**src/rtl/adc_sampler_if.sv**
```systemverilog
// ADC sampler consumer-side bundle.
// Master is the sampler; slave is the register file side.
interface adc_sampler_if;
  logic [7:0] JA;
  logic       ack;
  logic       conv_start;
  logic [7:0] sample;
  logic       sample_ready;
  logic       overrun;
  logic       busy;

  modport master (
    input  JA,
    input  ack,
    output conv_start,
    output sample,
    output sample_ready,
    output overrun,
    output busy
  );

  modport slave (
    output JA,
    output ack,
    input  conv_start,
    input  sample,
    input  sample_ready,
    input  overrun,
    input  busy
  );
endinterface

```
**src/rtl/adc_sampler.sv**
```systemverilog
// Paced 8-bit parallel ADC front-end with box-car averaging.
// Publishes averaged samples with sticky ready/overrun flags.
module adc_sampler #(
  parameter int DIV         = 500,
  parameter int CONV_CYCLES = 8,
  parameter int AVG_LOG2    = 2
) (
  input logic           clock,
  input logic           ctrl_reset,
  adc_sampler_if.master bus
);

  localparam int DW = $clog2(DIV);
  localparam int WW = $clog2(CONV_CYCLES + 1);
  localparam int AW = 8 + AVG_LOG2;
  localparam int NW = (AVG_LOG2 > 0) ? AVG_LOG2 : 1;

  localparam logic [DW-1:0] DIV_LAST  = DW'(DIV - 1);
  localparam logic [WW-1:0] WAIT_LAST = WW'(CONV_CYCLES - 1);
  localparam logic [NW-1:0] N_LAST    = NW'((1 << AVG_LOG2) - 1);

  typedef enum logic [2:0] {
    IDLE,
    START,
    WAIT,
    CAPTURE,
    PUBLISH
  } state_t;

  state_t        state;
  state_t        state_n;
  logic [7:0]    ja_meta;
  logic [7:0]    ja_sync;
  logic [DW-1:0] div_cnt;
  logic          tick;
  logic [WW-1:0] wait_cnt;
  logic [AW-1:0] acc;
  logic [NW-1:0] n;
  logic          last;
  logic          publish;

  assign tick    = (div_cnt == DIV_LAST);
  assign last    = (n == N_LAST);
  assign publish = (state == PUBLISH);

  // Two-flop synchronizer for the asynchronous ADC byte.
  always_ff @(posedge clock) begin
    if (ctrl_reset) begin
      ja_meta <= '0;
      ja_sync <= '0;
    end else begin
      ja_meta <= bus.JA;
      ja_sync <= ja_meta;
    end
  end

  // Free-running conversion pacing divider.
  always_ff @(posedge clock) begin
    if (ctrl_reset || tick) begin
      div_cnt <= '0;
    end else begin
      div_cnt <= div_cnt + DW'(1);
    end
  end

  // FSM state register.
  always_ff @(posedge clock) begin
    if (ctrl_reset) begin
      state <= IDLE;
    end else begin
      state <= state_n;
    end
  end

  // FSM next state; ticks outside IDLE are ignored.
  always_comb begin
    state_n = state;
    unique case (state)
      IDLE:    if (tick) state_n = START;
      START:   state_n = WAIT;
      WAIT: begin
        if (wait_cnt == WAIT_LAST) begin
          state_n = CAPTURE;
        end
      end
      CAPTURE: state_n = last ? PUBLISH : IDLE;
      PUBLISH: state_n = IDLE;
      default: state_n = IDLE;
    endcase
  end

  // Conversion wait counter and averaging accumulator.
  always_ff @(posedge clock) begin
    if (ctrl_reset) begin
      wait_cnt <= '0;
      acc      <= '0;
      n        <= '0;
    end else begin
      unique case (state)
        START: wait_cnt <= '0;
        WAIT:  wait_cnt <= wait_cnt + WW'(1);
        CAPTURE: begin
          acc <= acc + AW'(ja_sync);
          if (!last) n <= n + NW'(1);
        end
        PUBLISH: begin
          acc <= '0;
          n   <= '0;
        end
        default: ;
      endcase
    end
  end

  // Registered outputs; an ack racing a publish keeps ready set.
  always_ff @(posedge clock) begin
    if (ctrl_reset) begin
      bus.conv_start   <= 1'b0;
      bus.busy         <= 1'b0;
      bus.sample       <= '0;
      bus.sample_ready <= 1'b0;
      bus.overrun      <= 1'b0;
    end else begin
      bus.conv_start <= (state_n == START);
      bus.busy       <= (state_n != IDLE);
      if (publish) begin
        bus.sample <= acc[AW-1 -: 8];
      end
      bus.sample_ready <= publish
                        | (bus.sample_ready & ~bus.ack);
      bus.overrun <= ~bus.ack
                   & (bus.overrun
                      | (publish & bus.sample_ready));
    end
  end

endmodule

```
**src/flat_wrapper.sv**
```systemverilog
// flat-port wrapper written by rule: the top's interface ports become plain ports
module adc_sampler_flat 
#(
  parameter int DIV         = 500,
  parameter int CONV_CYCLES = 8,
  parameter int AVG_LOG2    = 2
)
  (clock, ctrl_reset, bus_JA, bus_ack, bus_conv_start, bus_sample, bus_sample_ready, bus_overrun, bus_busy);
  adc_sampler_if bus_i ();
  input logic clock;
  input logic ctrl_reset;
  input wire logic [$bits(bus_i.JA)-1:0] bus_JA;
  input wire logic [$bits(bus_i.ack)-1:0] bus_ack;
  output wire logic [$bits(bus_i.conv_start)-1:0] bus_conv_start;
  output wire logic [$bits(bus_i.sample)-1:0] bus_sample;
  output wire logic [$bits(bus_i.sample_ready)-1:0] bus_sample_ready;
  output wire logic [$bits(bus_i.overrun)-1:0] bus_overrun;
  output wire logic [$bits(bus_i.busy)-1:0] bus_busy;
  assign bus_i.JA = bus_JA;
  assign bus_i.ack = bus_ack;
  assign bus_conv_start = bus_i.conv_start;
  assign bus_sample = bus_i.sample;
  assign bus_sample_ready = bus_i.sample_ready;
  assign bus_overrun = bus_i.overrun;
  assign bus_busy = bus_i.busy;
  adc_sampler #(.DIV(DIV), .CONV_CYCLES(CONV_CYCLES), .AVG_LOG2(AVG_LOG2)) u_core (.clock(clock), .ctrl_reset(ctrl_reset), .bus(bus_i));
endmodule
```
**config.mk**
```make
export PLATFORM = sky130hd
export DESIGN_NAME = adc_sampler_flat
export DESIGN_NICKNAME = d
export VERILOG_FILES = /design/src/rtl/adc_sampler_if.sv /design/src/rtl/adc_sampler.sv /design/src/flat_wrapper.sv
export SDC_FILE = /design/constraint.sdc
export NUM_CORES = 1
export LEC_CHECK = 0
export BUFFER_PORTS_ARGS = -buffer_cell sky130_fd_sc_hd__buf_2
export CORE_UTILIZATION = 30
export CTS_BUF_LIST = sky130_fd_sc_hd__clkbuf_4 sky130_fd_sc_hd__clkbuf_8
export DETAILED_ROUTE_END_ITERATION = 8
export HOLD_SLACK_MARGIN = 0.1
export MAX_ROUTING_LAYER = met4
export PLACE_DENSITY_LB_ADDON = 0.1
export SYNTH_ARGS = -nofsm -noshare
export SYNTH_HDL_FRONTEND = slang
export SYNTH_SLANG_ARGS = --single-unit
```
**constraint.sdc**
```tcl
create_clock -name clock -period 2.9 [get_ports clock]
set_input_delay 0.145 -clock clock [delete_from_list [all_inputs] [get_ports clock]]
set_output_delay 0.145 -clock clock [all_outputs]
set_load 0.1 [all_outputs]
```
* Word level (Yosys, flattened, before mapping)
Cells that the tools add are included.
** Cells by class
- Bitwise operators :: 6
- Reduce and logical (&&, ||, !) cells :: 6
- $add $sub $neg :: 4
- Equality and inequality tests :: 9
- Mux-type cells :: 8
** Operators with widths (count)
- one-hot mux 10 bit (2 select lines) :: 1
- one-hot mux 3 bit (4 select lines) :: 1
- adder 10 x 8 -> 10 bit :: 1
- adder 9 x 1 -> 9 bit (second input constant) :: 1
- == test 9 bit (second input constant) :: 1
- 2-to-1 mux 3 bit :: 3
- one-hot mux 4 bit (2 select lines) :: 1
- == test 3 x 1 -> 1 bit (second input constant) :: 2
- == test 3 x 2 -> 1 bit (second input constant) :: 2
- adder 4 x 1 -> 4 bit (second input constant) :: 1
- == test 4 x 3 -> 1 bit (second input constant) :: 1
- one-hot mux 2 bit (2 select lines) :: 1
- nonzero test 2 bit :: 2
- AND 1 bit :: 3
- == test 3 bit (second input constant) :: 1
- logical NOT 3 bit :: 1
- nonzero test 3 bit :: 1
- adder 2 x 1 -> 2 bit (second input constant) :: 1
- == test 2 bit (second input constant) :: 1
- 2-to-1 mux 2 bit :: 1
- != test 2 bit (second input constant) :: 1
- bitwise OR 1 bit :: 2
- AND reduction 2 bit :: 1
- logical OR 1 bit :: 1
- inverter 1 bit :: 1
** Storage, ports and cells
- Flip-flop bits (word level) :: 56
- Bits of input ports :: 11
- Output and inout port bits :: 12

* Depth between registers and ports, before layout
- Word-level depth :: 4
- Gate-level depth with buffers :: 7

* Worst setup path before layout
OpenSTA, ideal clock, no wires.
- Path kind :: reg2reg
- Start point :: reg u_core.acc[0]
- End point :: reg u_core.acc[8]
- Data required time :: 2768 ps
- Stages on the path, launching flop included :: 8
- Slack :: 955 ps
- Arrival time :: 1813 ps
- Setup time :: 132 ps
- Path through :: dfxtp_1 -> ha_1 -> fa_1 -> a211oi_2 -> nor3_2 -> a2111oi_2 -> or3_1 -> a21oi_1
** Between the ends
- Longest elaborated chain between the ends :: 2
** RTL lines
- start, declared :: RTL line adc_sampler.sv:37 : logic [AW-1:0] acc;
- start signal, assigned :: RTL line adc_sampler.sv:103 : acc <= acc + AW'(ja_sync);
- adder 10 x 8 -> 10 bit :: RTL line adc_sampler.sv:103
- one-hot mux 10 bit (2 select lines) :: RTL line adc_sampler.sv:99 : unique case (state)
Every way passes these cells.
A chain may end at the register's enable or synchronous reset.

* Worst setup path after layout
Same ends and word-level chain as after synthesis.

==> impl_metrics.xml <==
<?xml version="1.0" encoding="UTF-8"?>
<metrics>
  <group name="run_status">
    <metric name="outcome" unit="">finished, final reports clean</metric>
  </group>
  <group name="clock_network">
    <metric name="total_clock_buffers_created_by_cts" unit="">5</metric>
    <metric name="cts_num_sinks" unit="">56</metric>
    <metric name="cts_root_buffer" unit="">clkbuf_8</metric>
    <metric name="clk_path_buf_depth" unit="">2</metric>
    <metric name="cts_clock_pin_slew_for_the_worst_setup_and_hold_paths" unit="ps">100</metric>
    <metric name="tritoncts" unit="">done</metric>
    <metric name="post_cts.resized_instances" unit="">0</metric>
    <metric name="htree_num_levels" unit="">2</metric>
    <metric name="post_cts.repair.setup_buffers" unit="">0</metric>
    <metric name="clk_latency" unit="ps">310</metric>
  </group>
  <group name="yosys">
    <metric name="synth_cell_type_count" unit="">53</metric>
    <metric name="ys_seq_area_share" unit="%">46.7</metric>
    <metric name="post-synth-top-area-fraction" unit="%">46.7</metric>
    <metric name="synthCells" unit="">260</metric>
    <metric name="ys_seq_elements" unit="">56</metric>
    <metric name="synth_nets" unit="">283</metric>
    <metric name="synth.top_cells.by_area" unit="">dfxtp_1 (47%), ha_1 (5.7%), nor2b_1 (5.0%)</metric>
    <metric name="synth-async-reset-ratio" unit="%">0</metric>
    <metric name="synth_most_common_cell" unit="">dfxtp_1</metric>
    <metric name="synth_largest_area_cell" unit="">dfxtp_1</metric>
    <metric name="post_synth_instance_area" unit="mm²">0.00240</metric>
    <metric name="synth_enable_flop_cells" unit="">0</metric>
    <metric name="avgSynthCellArea" unit="µm²">9.23</metric>
    <metric name="postSynth.topFlopCell" unit="">dfxtp_1</metric>
    <metric name="ys_warn_count" unit="">0</metric>
    <metric name="ys_top_cells_by_count" unit="">dfxtp_1 (56), nand2_1 (27), nor2_1 (23)</metric>
  </group>
  <group name="finish">
    <metric name="seq_area" unit="mm²">0.00112</metric>
    <metric name="fillCellCount" unit="">824</metric>
    <metric name="diodes" unit="">0</metric>
    <metric name="finish.utilization" unit="%">36.0</metric>
    <metric name="total_area_of_multi_input_combinational_cells" unit="mm²">0.00122</metric>
    <metric name="areaGrowthSynthToFinish" unit="%">15.8</metric>
    <metric name="nets" unit="">310</metric>
    <metric name="layout-drive-gt1-share" unit="%">14.9</metric>
  </group>
  <group name="global_routing">
    <metric name="grtUsageTotal" unit="%">11.8</metric>
    <metric name="antenna_found_initial" unit="">0</metric>
    <metric name="first_global_vias" unit="">1631</metric>
    <metric name="grt-ovfl-total" unit="">0</metric>
    <metric name="first_pass_grt_wire_length" unit="µm">7680</metric>
    <metric name="pin_count_of_the_biggest_net_entering_global_routing" unit="">57</metric>
  </group>
  <group name="routing">
    <metric name="drt_iter0_drc" unit="">67</metric>
    <metric name="detail_route.first_pass.iterations" unit="">4</metric>
    <metric name="drc_errors" unit="">0</metric>
    <metric name="vias_per_cell" unit="">4.51</metric>
    <metric name="avgRoutedWirePerCell" unit="µm">11.5</metric>
    <metric name="detailroute.via_count" unit="">1759</metric>
    <metric name="totalWireLength" unit="µm">4480</metric>
    <metric name="drt.antenna.violating_nets" unit="">0</metric>
  </group>
  <group name="die">
    <metric name="core" unit="mm²">0.00773</metric>
    <metric name="die-area" unit="mm²">0.00836</metric>
    <metric name="io_pins" unit="">23</metric>
    <metric name="initial_core_util" unit="%">31.1</metric>
    <metric name="dieWidth" unit="µm">91.5</metric>
    <metric name="die_h" unit="µm">91.5</metric>
    <metric name="row_count" unit="">32</metric>
  </group>
  <group name="timing">
    <metric name="slew_viol_final" unit="">0</metric>
    <metric name="max_clock_freq" unit="MHz">472</metric>
    <metric name="slew-limit-headroom" unit="%">35.9</metric>
    <metric name="period_share" unit="%">73.1</metric>
    <metric name="report.final.hold_viol_count" unit="">0</metric>
    <metric name="final.setup_skew" unit="ps">7.12</metric>
    <metric name="finalSetupTns" unit="ps">0</metric>
    <metric name="layout_min_cycle_time" unit="ps">2120</metric>
    <metric name="timing_worst_slew_pin_value" unit="ps">961</metric>
    <metric name="rsz0062_at_grt" unit="">false</metric>
    <metric name="finalSetupViolCount" unit="">0</metric>
  </group>
  <group name="place">
    <metric name="routabilityCongestion" unit="">0.806</metric>
    <metric name="place_hpwl" unit="µm">2970</metric>
    <metric name="place.port_buffers" unit="">22</metric>
  </group>
  <group name="power">
    <metric name="intPower" unit="mW">1.01</metric>
    <metric name="share_of_total_power_in_combinational_logic" unit="%">4.1</metric>
    <metric name="p_seq_share" unit="%">61.0</metric>
    <metric name="switching_share_of_power" unit="%">21.6</metric>
    <metric name="max-vdd-ir-drop" unit="mV">0.180</metric>
    <metric name="power_switching" unit="mW">0.278</metric>
    <metric name="leakagePower" unit="nW">1.10</metric>
    <metric name="power.clock.fraction" unit="%">34.9</metric>
    <metric name="cellPowerDensity" unit="mW/mm²">464</metric>
  </group>
  <group name="setup_path">
    <metric name="cp_max_fo" unit="">3</metric>
    <metric name="worst_setup_path_end_kind" unit="">flip-flop</metric>
    <metric name="critPathRequiredTime" unit="ps">3050</metric>
    <metric name="startpoint_type" unit="">flip-flop</metric>
    <metric name="timing_worst_setup_path_type" unit="">flip-flop to flip-flop</metric>
    <metric name="worst_ep_arrival_time" unit="ps">2270</metric>
  </group>
  <group name="run">
    <metric name="cap_violations" unit="">0</metric>
  </group>
  <group name="min_path">
    <metric name="min-delay-path-class" unit="">flip-flop to flip-flop</metric>
  </group>
</metrics>
==> layer usage <==
metal | wire, µm | global-route usage, %
met3 | 141 | 3.10
met2 | 1820 | 17.2
met1 | 2440 | 15.7
met5 | 0 | -
met4 | 76 | 4.37
==> cell usage in the layout, fill, tap and decap left out, types with 5 or more instances in the layout <==
cell type,Yosys,final
xnor2_1,8,8
nor3_1,9,9
nor2_1,23,23
a22oi_1,5,5
a21oi_1,21,21
dfxtp_1,56,56
nor2b_1,19,19
buf_2,3,22
ha_1,11,11
dlygate4sd3_1,0,9
nand2_1,27,27
o21ai_0,7,7
clkbuf_8,0,6
==> state kept, by name, summed over array words and instances (netlist names), 2 cells and up <==
name               cells
u_core.ja_sync         8
u_core.ja_meta         8
u_core.bus.sample      8
u_core.div_cnt         9
u_core.state           3
u_core.n               2
u_core.acc            10
u_core.wait_cnt        4
==> cells by family after synthesis <==
logic type / synth area share (%)
AND/OR/NAND/NOR: 24.5
flip-flops: 46.7
AO/OA/AOI/OAI: 14.5
buffers and inverters: 2.50
XOR/XNOR: 4.38
adder cells (fa/ha/maj): 6.57
multiplexers: 0.886
==> worst paths after layout <==
kind | startpoint | to | slack [ps] | cells past startpoint
max | u_core.acc[0] | u_core.acc[8] | 780 | 7
min | u_core.ja_meta[7] | u_core.ja_sync[7] | 440 | 1
max reg2reg | u_core.acc[0] | u_core.acc[8] | 780 | 7
min reg2reg | u_core.ja_meta[7] | u_core.ja_sync[7] | 440 | 1
==> layout make-up <==
| type | instances | area share, % |
|---|---|---|
| multi-input combinational | 190 | 43.9 |
| clock buffer | 7 | 3.24 |
| clock inverter | 1 | 0.270 |
| timing repair buffer | 32 | 7.47 |
| sequential | 56 | 40.3 |
| tap | 102 | 4.59 |
| inverter | 2 | 0.270 |
==> metrics by stage <==
step	instances	power, mW	cell area (µm²)	setup WS [ps]	hold WS [ps]
final	390	1.29	2780	781	443
after global routing	390	1.36	2780	615	471
after floorplan	260	0.837	2400	955	224
after CTS	390	1.33	2780	776	448
after global placement	373	0.851	2590	832	326
after detailed placement	373	0.851	2590	802	329
==> what timing repair did <==
action	CTS	global route
setup endpoints to repair	0	0
hold buffers	9	0
endpoints found under the hold margin	10	0
==> critical path, cell delays in order (launching register included) <==
cell and delay, ps:
dfxtp_1 330, ha_1 220, fa_1 440, a211oi_2 300, nor3_2 80, a2111oi_2 370, or3_1 160, a21oi_1 60
==> power by group through the flow <==
stage	clock (mW)	combinational, mW	sequential, mW
finish	0.451	0.0524	0.788
global route	0.510	0.0593	0.791
CTS	0.485	0.0541	0.789
detailed placement	0	0.0449	0.806
global placement	0	0.0449	0.806
floorplan	0	0.0327	0.805
Power figures use the tool's default switching activity.
